===== src/rtl/vga_timing_gen.sv =====
// vga_timing_gen: raster counters with registered, mutually aligned sync/blank decode.
// Define VGA_TIMING_FRAME_CNT_EN to add the 16-bit frame_cnt output.
module vga_timing_gen #(
    parameter int H_ACTIVE = 800,
    parameter int H_FP     = 40,
    parameter int H_SYNC   = 128,
    parameter int H_BP     = 88,
    parameter int V_ACTIVE = 600,
    parameter int V_FP     = 1,
    parameter int V_SYNC   = 4,
    parameter int V_BP     = 23,
    parameter bit H_POL    = 1'b1,
    parameter bit V_POL    = 1'b1
) (
    input  logic        pclk,
    input  logic        rst,
    input  logic        pix_en,
    output logic [10:0] hcount,
    output logic [10:0] vcount,
    output logic        hsync,
    output logic        vsync,
    output logic        hblnk,
    output logic        vblnk,
`ifdef VGA_TIMING_FRAME_CNT_EN
    output logic        frame_start,
    output logic [15:0] frame_cnt
`else
    output logic        frame_start
`endif
);

    localparam int H_TOTAL = H_ACTIVE + H_FP + H_SYNC + H_BP;
    localparam int V_TOTAL = V_ACTIVE + V_FP + V_SYNC + V_BP;

    localparam logic [10:0] H_LAST    = 11'(H_TOTAL - 1);
    localparam logic [10:0] V_LAST    = 11'(V_TOTAL - 1);
    localparam logic [10:0] HB_FIRST  = 11'(H_ACTIVE);
    localparam logic [10:0] VB_FIRST  = 11'(V_ACTIVE);
    localparam logic [10:0] HS_FIRST  = 11'(H_ACTIVE + H_FP);
    localparam logic [10:0] HS_LAST   = 11'(H_ACTIVE + H_FP + H_SYNC - 1);
    localparam logic [10:0] VS_FIRST  = 11'(V_ACTIVE + V_FP);
    localparam logic [10:0] VS_LAST   = 11'(V_ACTIVE + V_FP + V_SYNC - 1);

    logic [10:0] hcount_q, hcount_d;
    logic [10:0] vcount_q, vcount_d;
    logic        hsync_q, hsync_d;
    logic        vsync_q, vsync_d;
    logic        hblnk_q, hblnk_d;
    logic        vblnk_q, vblnk_d;
    logic        frame_start_q, frame_start_d;

    // pix_en is a plain advance strobe (no handshake): each pclk edge with pix_en=1 moves
    // the raster one pixel; with pix_en=0 everything holds except frame_start, which clears.
    always_comb begin
        hcount_d      = hcount_q;
        vcount_d      = vcount_q;
        frame_start_d = 1'b0;
        if (pix_en) begin
            if (hcount_q == H_LAST) begin
                hcount_d = 11'd0;
                if (vcount_q == V_LAST) begin
                    vcount_d      = 11'd0;
                    frame_start_d = 1'b1;
                end else begin
                    vcount_d = vcount_q + 11'd1;
                end
            end else begin
                hcount_d = hcount_q + 11'd1;
            end
        end
    end

    // Decode from the next-state counters so the registered flags line up with hcount/vcount.
    always_comb begin
        hblnk_d = (hcount_d >= HB_FIRST);
        vblnk_d = (vcount_d >= VB_FIRST);
        hsync_d = ((hcount_d >= HS_FIRST) && (hcount_d <= HS_LAST)) ? H_POL : ~H_POL;
        vsync_d = ((vcount_d >= VS_FIRST) && (vcount_d <= VS_LAST)) ? V_POL : ~V_POL;
    end

    always_ff @(posedge pclk) begin
        if (rst) begin
            hcount_q      <= 11'd0;
            vcount_q      <= 11'd0;
            hsync_q       <= ~H_POL;
            vsync_q       <= ~V_POL;
            hblnk_q       <= 1'b0;
            vblnk_q       <= 1'b0;
            frame_start_q <= 1'b0;
        end else begin
            hcount_q      <= hcount_d;
            vcount_q      <= vcount_d;
            hsync_q       <= hsync_d;
            vsync_q       <= vsync_d;
            hblnk_q       <= hblnk_d;
            vblnk_q       <= vblnk_d;
            frame_start_q <= frame_start_d;
        end
    end

    assign hcount      = hcount_q;
    assign vcount      = vcount_q;
    assign hsync       = hsync_q;
    assign vsync       = vsync_q;
    assign hblnk       = hblnk_q;
    assign vblnk       = vblnk_q;
    assign frame_start = frame_start_q;

`ifdef VGA_TIMING_FRAME_CNT_EN
    logic [15:0] frame_cnt_q, frame_cnt_d;

    always_comb begin
        frame_cnt_d = frame_cnt_q;
        if (frame_start_d) begin
            frame_cnt_d = frame_cnt_q + 16'd1;
        end
    end

    always_ff @(posedge pclk) begin
        if (rst) begin
            frame_cnt_q <= 16'd0;
        end else begin
            frame_cnt_q <= frame_cnt_d;
        end
    end

    assign frame_cnt = frame_cnt_q;
`endif

endmodule


===== config.mk =====
export PLATFORM = sky130hd
export DESIGN_NAME = vga_timing_gen
export DESIGN_NICKNAME = d
export VERILOG_FILES = /design/src/rtl/vga_timing_gen.sv
export SDC_FILE = /design/constraint.sdc
export NUM_CORES = 1
export LEC_CHECK = 0
export CAP_MARGIN = 20
export CELL_PAD_IN_SITES_DETAIL_PLACEMENT = 1
export CELL_PAD_IN_SITES_GLOBAL_PLACEMENT = 1
export CORE_AREA = 2 2 66 68
export DETAILED_ROUTE_END_ITERATION = 6
export DIE_AREA = 0 0 68 70
export GPL_ROUTABILITY_DRIVEN = 1
export HOLD_SLACK_MARGIN = 0.1
export PLACE_DENSITY_LB_ADDON = 0.1
export SYNTH_ARGS = -nofsm -noshare
export SYNTH_HDL_FRONTEND = slang
export SYNTH_SLANG_ARGS = --single-unit

===== constraint.sdc =====
create_clock -name pclk -period 4.9 [get_ports pclk]
set_input_delay 0.49 -clock pclk [delete_from_list [all_inputs] [get_ports pclk]]
set_output_delay 0.49 -clock pclk [all_outputs]
set_load 0.02 [all_outputs]

==> results.md <==
- Global-route usage over all layers: 19.1%
- Total power draw: 0.000367 W
- Initial Utilization: 38.0%
- Post-CTS Setup Inserts: 0
- Num CTS Buffers: 3
- Final WL: 4.22 mm
- Average wire per standard cell: 16.2 µm
- Unrepaired setup endpoints after global routing: no
- Clk_skew: 0.00888 ns
- Post-CTS sizing: 0
- ANT cells: 0
- Placed cell count: 257
- Largest net degree at the start of global routing: 17
- Setup violations, final: 0
- Yosys cell types: 48
- Hold Fails Final Rpt: 0
- Max cap viols: 0
- Die X: 68 µm
- Worst-path maximum fanout: 15
- Peak supply drop: 0.105 mV
- Main synth FF type: dfxtp_1
- Syn Area/Cell: 8.17 µm²
- First-pass GRT wire length: 7.04 mm
- Antenna viol nets, final: 0
- Ys async rst share: 0%
- Final Net Count: 215
- Die Height: 70 µm
- Port bufs: 29
- Leak pwr: 0.668 nW
- WP data required: 5.12 ns
- Share of layout cells above drive strength 1: 4.31%
- HPWL after detailed placement: 3.20 mm
- Max Slew Vio Count: 0
- DIE AREA: 4760 µm²
- Max-slew headroom: 61.5%
- Final TNS setup: 0 ns
- Seq. cell area: 541 µm²
- Vias: 1,507
- Initial antenna violation count: 0
- Layout Cells excl Fill: 261
- Synthesized Nets: 198
- Startpoint types: input pin
- Warnings, synthesis: 0
- H-tree levels: 1
- Hold Buf Count CTS: 0
- Syn Std Cell Area: 1580 µm²
- Critical Path Sink Type: flip-flop
- Power Dens Cells: 194 nW/µm²
- # rows: 24
- Drt pass-1 iters: 4
- Core Util, Final: 45.7%
- Fmax: 357 MHz
- Dpl cell area: 1850 µm²
- Clk Latency, worst-skew pair: 0.27 ns
- Worst Hold Class: reg -> reg
- Clk slew on worst S/H paths: 0.10 ns
- I/O pins: 30
- Final period utilization: 57.2%
- Worst Tran Pin Value: 0.576 ns
- 1st-iter DRT viols: 75
- GP Congestion: 0.897
- CTS tree: built
- Critical path class: in -> reg
- Final Cell Area: 1890 µm²
- Root Driver: clkbuf_8
- CTS sink count: 27
- Grt total ovfl: 0
- Syn Inst Count: 193
- # DRC: 0
- Vias in the first global route: 1,470
- Seq cells post-synth: 27
- Clk buf depth: 2
- Final Critical Period: 2.80 ns
- Layout area overhead: 20.2%
- Post-synth EDFFs: 0
- Data arrival time of the critical path: 3.03 ns
- Sequential-to-total area share from yosys stat: 34.3%
- Fillcell total: 511
- Via density per instance: 5.77
- Core area: 4140 µm²
- Area of the multi-input gates: 942 µm²
- Status: completed
[cells in the final DEF, fill, tap and decap left out, types with 5 or more instances in the layout]
cell type        count
a21oi_1              6
and3_1               6
and4_1               6
clkdlybuf4s50_1     29
dfxtp_1             27
nand2_1             13
nand3_1             13
nand4_1              7
nor2_1              22
nor3_1              10
o21ai_0              7
xnor2_1              5
xor2_1               8
[layout make-up]
type / instances / share of cell area, %
inverters: 2 / 0.396
multi-input cells: 147 / 49.7
flip-flops and latches: 27 / 28.5
clock inverters: 1 / 0.396
clock buffers: 3 / 2.18
well taps: 52 / 3.43
repair buffers: 29 / 15.3
[synthesized netlist by cell type (3+ instances only)]
cell type | n | area, µm²
nand2_1 | 13 | 48.8
xnor2_1 | 5 | 43.8
dfxtp_1 | 27 | 541
and4_1 | 6 | 52.6
a21oi_1 | 6 | 30.0
buf_4 | 4 | 30.0
xor2_1 | 8 | 70.1
clkbuf_1 | 7 | 26.3
a22oi_1 | 3 | 22.5
o21ai_0 | 7 | 35.0
nand3_1 | 13 | 65.1
nor2_1 | 22 | 82.6
a21o_1 | 3 | 22.5
nor3_1 | 10 | 50.1
nand4_1 | 7 | 43.8
buf_2 | 6 | 30.0
and3_1 | 6 | 37.5
[worst max-delay path, cell delays in order]
cell and delay (ns):
clkdlybuf4s50_1 0.58, and4_1 0.35, and4_1 0.60, o21ai_0 0.19
a22oi_1 0.27, nor4b_1 0.31, o2111a_1 0.23
[logic make-up after synthesis]
| kind of cell | Yosys count | synth area share, % |
|---|---|---|
| simple gates | 90 | 30.8 |
| compound gates | 39 | 18.2 |
| flops | 27 | 34.3 |
| buf+inv | 19 | 5.95 |
| xor+xnor | 13 | 7.22 |
| mux | 3 | 1.98 |
| fa+ha+maj | 2 | 1.59 |
[report_power, final]
part	internal, W	switching, W	total [W]	leakage, nW
Clock	0.0000577	0.0000709	0.000129	0.0217
Combinational	0.00000687	0.00000875	0.0000156	0.428
Sequential	0.000221	0.00000199	0.000223	0.218
[registers in the layout (all words and copies together), names as in the netlist]
signal	flops
vblnk	1
frame_start	1
hsync	1
vsync	1
hblnk	1
hcount	11
vcount	11
[metrics by stage]
stage / hold WS [ns] / worst slack (ns)
after CTS: 0.584 / 2.13
after detailed placement: 0.561 / 1.84
after floorplan: 0.562 / 2.78
after global routing: 0.603 / 1.85
final: 0.570 / 2.10
after global placement: 0.535 / 1.97
[layer usage]
layer | wire length [µm] | GRT usage (%) | vias up
met4 | 65 | 6.22 | 0
met2 | 2240 | 34.2 | 30
li1 | - | - | 742
met1 | 1800 | 22.4 | 729
met5 | 0 | 0 | -
met3 | 119 | 2.90 | 6
[worst paths after layout]
| kind | endpoint | slack, ns | from | cells after the start |
|---|---|---|---|---|
| worst min-delay path | hcount[1]$_SDFF_PP0_ | 0.57 | hcount[1]$_SDFF_PP0_ | 2 |
| worst min register to register | hcount[1]$_SDFF_PP0_ | 0.57 | hcount[1]$_SDFF_PP0_ | 2 |
| worst max-delay path | vsync$_SDFF_PP0_ | 2.10 | pix_en | 7 |
| worst max register to register | vsync$_SDFF_PP0_ | 2.32 | hcount[0]$_SDFF_PP0_ | 7 |
Power figures use the tool's default switching activity.
